## src/rtl/proc_sequencer_pkg.sv

```systemverilog
// Shared definitions for the 9-bit bus processor instruction sequencer.
//   WORD_W   : width of a program / bus word (9)
//   OP_*     : opcode field values found in IR[8:6]
//   state_t  : sequencer state encoding
package proc_sequencer_pkg;

  localparam int WORD_W = 9;

  localparam logic [2:0] OP_MV   = 3'b000;
  localparam logic [2:0] OP_MVI  = 3'b001;
  localparam logic [2:0] OP_ADD  = 3'b010;
  localparam logic [2:0] OP_SUB  = 3'b011;
  localparam logic [2:0] OP_ONES = 3'b100;
  localparam logic [2:0] OP_HALT = 3'b111;

  typedef enum logic [2:0] {
    S_IDLE   = 3'd0,
    S_FETCH  = 3'd1,
    S_LOAD   = 3'd2,
    S_PRE    = 3'd3,
    S_ISSUE  = 3'd4,
    S_EXEC   = 3'd5,
    S_HALTED = 3'd6,
    S_ERROR  = 3'd7
  } state_t;

endpackage

```

## src/rtl/proc_sequencer.sv

```systemverilog
// Instruction issuer for the 9-bit bus processor (initiator side of the
// DIN/Run/Done handshake). Fetches words from a synchronous-read program
// memory, issues each instruction with a one-cycle Run pulse, supplies the
// mvi immediate during the first execute cycle, waits for Done and advances
// the PC. Stops on HALT, flags Error on illegal opcodes or a Done timeout.
//
// Ports:
//   Clock       in   system clock, rising edge
//   Resetn      in   asynchronous active-low reset
//   Start       in   begin execution at StartAddr (only when not busy)
//   StartAddr   in   [ADDR_W] initial program counter
//   MemAddr     out  [ADDR_W] program memory read address
//   MemData     in   [9] program word, valid one cycle after MemAddr
//   DIN         out  [9] registered instruction / immediate word
//   Run         out  one-cycle issue strobe
//   Done        in   processor completion (combinational)
//   Busy        out  high in FETCH/LOAD/PRE/ISSUE/EXEC
//   Halted      out  high in HALTED
//   Error       out  high in ERROR
//   PC          out  [ADDR_W] current program counter
//   InstrCount  out  [CNT_W] instructions retired since the last Start
module proc_sequencer
  import proc_sequencer_pkg::*;
#(
  parameter int ADDR_W  = 7,
  parameter int TIMEOUT = 8,
  parameter int CNT_W   = 16
) (
  input  logic              Clock,
  input  logic              Resetn,
  input  logic              Start,
  input  logic [ADDR_W-1:0] StartAddr,
  output logic [ADDR_W-1:0] MemAddr,
  input  logic [WORD_W-1:0] MemData,
  output logic [WORD_W-1:0] DIN,
  output logic              Run,
  input  logic              Done,
  output logic              Busy,
  output logic              Halted,
  output logic              Error,
  output logic [ADDR_W-1:0] PC,
  output logic [CNT_W-1:0]  InstrCount
);

  localparam int WD_W = $clog2(TIMEOUT + 1);

  state_t              r_state;
  state_t              w_next;
  logic [WORD_W-1:0]   r_instr;
  logic [WORD_W-1:0]   r_imm;
  logic [WORD_W-1:0]   r_din;
  logic                r_run;
  logic [ADDR_W-1:0]   r_pc;
  logic [CNT_W-1:0]    r_cnt;
  logic [WD_W-1:0]     r_wd;
  logic [2:0]          w_op;
  logic                w_is_mvi;
  logic                w_wd_expire;

  assign w_op        = r_instr[WORD_W-1:WORD_W-3];
  assign w_is_mvi    = (w_op == OP_MVI);
  // Expiry is judged on the count before this cycle's increment, so the
  // TIMEOUT-th Done-less EXEC cycle is the last one tolerated.
  assign w_wd_expire = (r_wd == WD_W'(TIMEOUT - 1));

  // State register
  always_ff @(posedge Clock or negedge Resetn) begin
    if (!Resetn) r_state <= S_IDLE;
    else         r_state <= w_next;
  end

  // Next-state logic
  always_comb begin
    w_next = r_state;
    case (r_state)
      S_IDLE, S_HALTED, S_ERROR: if (Start) w_next = S_FETCH;
      S_FETCH: w_next = S_LOAD;
      S_LOAD:  w_next = S_PRE;
      S_PRE: begin
        case (w_op)
          OP_HALT:        w_next = S_HALTED;
          3'b101, 3'b110: w_next = S_ERROR;
          default:        w_next = S_ISSUE;
        endcase
      end
      S_ISSUE: w_next = S_EXEC;
      S_EXEC: begin
        // Done takes priority over a simultaneous watchdog expiry.
        if (Done)             w_next = S_FETCH;
        else if (w_wd_expire) w_next = S_ERROR;
      end
      default: w_next = S_IDLE;
    endcase
  end

  // Datapath registers
  always_ff @(posedge Clock or negedge Resetn) begin
    if (!Resetn) begin
      r_instr <= '0;
      r_imm   <= '0;
      r_din   <= '0;
      r_run   <= 1'b0;
      r_pc    <= '0;
      r_cnt   <= '0;
      r_wd    <= '0;
    end else begin
      case (r_state)
        S_IDLE, S_HALTED, S_ERROR: begin
          if (Start) begin
            r_pc  <= StartAddr;
            r_cnt <= '0;
          end
        end
        S_LOAD: r_instr <= MemData;
        S_PRE: begin
          r_imm <= MemData;
          // DIN and Run are registered, so they are loaded on entry to ISSUE.
          if (w_next == S_ISSUE) begin
            r_din <= r_instr;
            r_run <= 1'b1;
          end
        end
        S_ISSUE: begin
          r_run <= 1'b0;
          r_wd  <= '0;
          // The immediate must already be on DIN in the first EXEC cycle.
          r_din <= w_is_mvi ? r_imm : r_instr;
        end
        S_EXEC: begin
          if (Done) begin
            r_pc  <= r_pc + (w_is_mvi ? ADDR_W'(2) : ADDR_W'(1));
            r_cnt <= r_cnt + CNT_W'(1);
          end else begin
            r_wd <= r_wd + WD_W'(1);
          end
        end
        default: ;
      endcase
    end
  end

  // LOAD reads the word after the instruction so the immediate arrives in PRE.
  assign MemAddr    = (r_state == S_LOAD) ? r_pc + ADDR_W'(1) : r_pc;
  assign DIN        = r_din;
  assign Run        = r_run;
  assign PC         = r_pc;
  assign InstrCount = r_cnt;
  assign Busy       = (r_state == S_FETCH) || (r_state == S_LOAD) ||
                      (r_state == S_PRE)   || (r_state == S_ISSUE) ||
                      (r_state == S_EXEC);
  assign Halted     = (r_state == S_HALTED);
  assign Error      = (r_state == S_ERROR);

endmodule

```

## config.mk

```make
export PLATFORM = sky130hd
export DESIGN_NAME = proc_sequencer
export DESIGN_NICKNAME = d
export VERILOG_FILES = /design/src/rtl/proc_sequencer_pkg.sv /design/src/rtl/proc_sequencer.sv
export SDC_FILE = /design/constraint.sdc
export NUM_CORES = 1
export LEC_CHECK = 0
export CORE_MARGIN = 2
export CORE_UTILIZATION = 41
export CTS_CLUSTER_DIAMETER = 120
export DETAILED_ROUTE_END_ITERATION = 10
export PLACE_DENSITY = 0.64
export REMOVE_ABC_BUFFERS = 1
export SLEW_MARGIN = 20
export SYNTH_ARGS = -nofsm -noshare
export SYNTH_HDL_FRONTEND = slang
export SYNTH_SLANG_ARGS = --single-unit
```

## constraint.sdc

```tcl
create_clock -name Clock -period 2.7 [get_ports Clock]
set_input_delay 0.405 -clock Clock [delete_from_list [all_inputs] [get_ports Clock]]
set_output_delay 0.405 -clock Clock [all_outputs]
set_load 0.02 [all_outputs]
```

==> results of run 1 <==
[through the flow]
stage                     util [%]  total power [mW]
after detailed placement      52.7              3.95
after global routing          55.9              5.19
after global placement        52.7              3.90
final                         55.9              4.85
after floorplan                  -              2.97
after CTS                     55.8              4.90
[report_power, final]
group          internal [mW]  total [mW]  switching (mW)
combinational           1.20        2.46            1.26
clock                  0.570       0.921           0.351
sequential              1.19        1.47           0.280
[path summary, 6_finish.rpt]
| kind | start | endpoint |
|---|---|---|
| worst max-delay path | r_state[0]$_DFF_PN0_ | MemAddr[4] |
| worst min-delay path | Resetn | r_imm[1]$_DFFE_PN0P_ |
| worst max register to register | r_state[2]$_DFF_PN0_ | DIN[2]$_DFFE_PN0P_ |
| worst min register to register | r_instr[2]$_DFFE_PN0P_ | r_instr[2]$_DFFE_PN0P_ |
| max in group asynchronous | Resetn | InstrCount[10]$_DFFE_PN0P_ |
| min in group Clock | r_instr[2]$_DFFE_PN0P_ | r_instr[2]$_DFFE_PN0P_ |
[logic make-up after synthesis]
logic type	after synthesis
fa+ha+maj	8
buf+inv	34
xor+xnor	8
mux	36
flops	58
simple gates	92
compound gates	85
[what timing repair did]
item / in CTS / in global routing
hold buffers: 1 / 0
resized for setup: 0 / 2
setup endpoints to repair: 0 / 2
hold endpoints to repair: 14 / 0
[state kept, by name, summed over array words and instances (netlist names)]
signal / cells
Run: 1
PC: 7
InstrCount: 16
r_instr: 9
r_imm: 9
DIN: 9
r_wd: 4
r_state: 3
[final cells by class]
| cell class | count | area [sq um] | area share (%) |
|---|---|---|---|
| well taps | 102 | 128 | 2.93 |
| clock buffers | 12 | 155 | 3.56 |
| inverters | 13 | 48.8 | 1.12 |
| clock inverters | 4 | 73.8 | 1.69 |
| flip-flops and latches | 58 | 1450 | 33.3 |
| repair buffers | 81 | 767 | 17.6 |
| multi-input cells | 229 | 1740 | 39.8 |
[critical path, stage by stage, from the launching register on]
cell and delay [ps]:
dfrtp_1 390, nor3b_2 250, buf_6 220, nand4_1 130, xnor2_1 170, clkdlybuf4s50_1 630
[layer usage]
| layer | vias up | global-route usage (%) |
|---|---|---|
| li1 | 1348 | - |
| met1 | 1379 | 26.7 |
| met2 | 60 | 29.6 |
| met3 | 9 | 4.82 |
| met4 | 0 | 7.00 |
| met5 | - | 0 |
[layout by cell type (no fill, tap or decap), types with 7 or more instances in the layout]
master | Yosys | final
clkdlybuf4s50_1 | 0 | 60
dfrtp_1 | 58 | 58
nand2_1 | 26 | 26
mux2_1 | 21 | 21
buf_4 | 0 | 17
inv_1 | 13 | 13
a21oi_1 | 11 | 11
o41ai_1 | 11 | 11
clkbuf_8 | 0 | 11
o21ai_1 | 10 | 10
nor2_1 | 9 | 9
nand4_1 | 9 | 9
o21ai_0 | 8 | 8
ha_1 | 7 | 7
[cells in the mapped netlist, drive strengths merged (4+ instances only)]
master	count	share of area, %
a2111oi	4	1.1
o211ai	4	0.90
a22o	5	1.3
xnor2	5	1.3
nand3	6	0.90
o41ai	11	2.9
clkbuf	17	1.9
a2bb2oi	4	1.1
nand3b	4	0.90
mux2	33	12
a31oi	6	1.1
nand2	26	2.9
a21oi	11	1.7
nor4	5	0.94
and3	6	1.1
nand2b	4	0.75
dfrtp	58	44
nor2	9	1.0
o31ai	6	1.4
ha	7	2.6
buf	4	0.79
nand4	9	1.7
inv	13	1.5
o21ai	18	2.7
==> impl_metrics.tcl, run 1 <==
set metrics [dict create \
    dp.cells 482 \
    top_layer_used "met4" \
    hp-class "in2async" \
    rows 32 \
    die_y_um 94.1 \
    cts_htree_levels 3 \
    setup_viol 0 \
    syn_area_sq_mm 0.00333 \
    status "finished, final reports clean" \
    hold_viol 0 \
    viasPerCell 5.60 \
    wl_met2_um 3820 \
    die_area_sq_mm 0.00885 \
    yosysSeqAreaShare_pct 43.6 \
    yosys.area_share.adder_pct 3.23 \
    ys_ff_latch 58 \
    fill_cells 726 \
    cts_buffers 9 \
    period_share_pct 93.8 \
    placed_cell_area_sq_mm 0.00412 \
    crit_path_end_kind "output pin" \
    skew_ps 5.97 \
    reg2reg_setup_slack_ps 410 \
    clock_sinks 58 \
    die_x_um 94.1 \
    r2r_cells 5 \
    fmax_mhz 395 \
    synth_compound_area_share_pct 18.6 \
    start_util_pct 42.6 \
    path_clk_slew_ps 70 \
    pre_cts_ws_ps 372 \
    final_layout_size_suffix_gt1_share_pct 13.1 \
    synth_top_family_by_area "compound AO/OA/AOI/OAI gates" \
    met3WireLength_um 303 \
    fin_area_sq_mm 0.00436 \
    routed_wl_um 8020 \
    synth.avg_cell_area_sq_um 10.4 \
    nNetsFinal 420 \
    core_area_sq_mm 0.00781 \
    yosys_warnings 0 \
    drtIter0Drc 178 \
    path_max_fanout 14 \
    rsz0062_at_grt "no" \
    synthFlopType "dfrtp_1" \
    wl_per_cell_um 16.1 \
    netlist-cell-type-count 56 \
    fin_cells 499 \
    crit_arrival_ps 2130 \
    syn2layout_area_growth_pct 31.1 \
    worst_setup_path_start_kind "register" \
    p_per_area_mw_per_mm2 1110 \
    final.setup.tns_ps 0 \
    gp_congestion 0.790 \
    clk_path_buf_depth 2 \
    cts_tree "built" \
    pin_count 63 \
    port_buffers 62 \
    synth_xor_area_share_pct 2.11 \
    peakVddDrop_mv 0.353 \
    post_cts_buffers 0 \
    grt_first_pass_wirelength_um 13400 \
    cts-root-buf "clkbuf_8" \
    ant_nets 0 \
    first_pass_iters 4 \
    grt_max_degree 23 \
    antenna_found_initial 0 \
    drv_cap 0 \
    first_global_vias 2722 \
    synthArstFlopShare_pct 100 \
    dr_total_vias 2796 \
    setup_ws_ps 167 \
    worst_pin_slew_ps 711 \
    clk_latency_ps 340 \
    muxShareOfSynthArea_pct 12.7 \
    grt-ovfl-total 0 \
    crit_type "reg2out" \
    track_usage_pct 19.4 \
    n_antenna_cell 0 \
    drv_slew 0 \
    crit_required_ps 2300 \
    slew-limit-headroom_pct 51.3 \
    dp_hpwl_um 5690 \
    wl_met1_um 3770 \
    synth-simple-area-share_pct 15.6 \
    p_leak_nw 1.80 \
    synth_edf_count 0 \
    syn_inst 321 \
    remaining_drc_errors 0 \
    fin_hold_ws_ps 490 \
    fin_crit_ps 2530 \
]
Power figures use the tool's default switching activity.
==> inputs of run 2 (changes only) <==
Settings changed: HOLD_SLACK_MARGIN from default to 0.03.
==> results of run 2 <==
No change in the layout: final DEF, timing and power equal those of run 1.
==> inputs of run 3 (changes only) <==
Settings changed: CTS_CLUSTER_DIAMETER 120 to default.
==> results of run 3 <==
No change in the layout: final DEF, timing and power equal those of run 1.
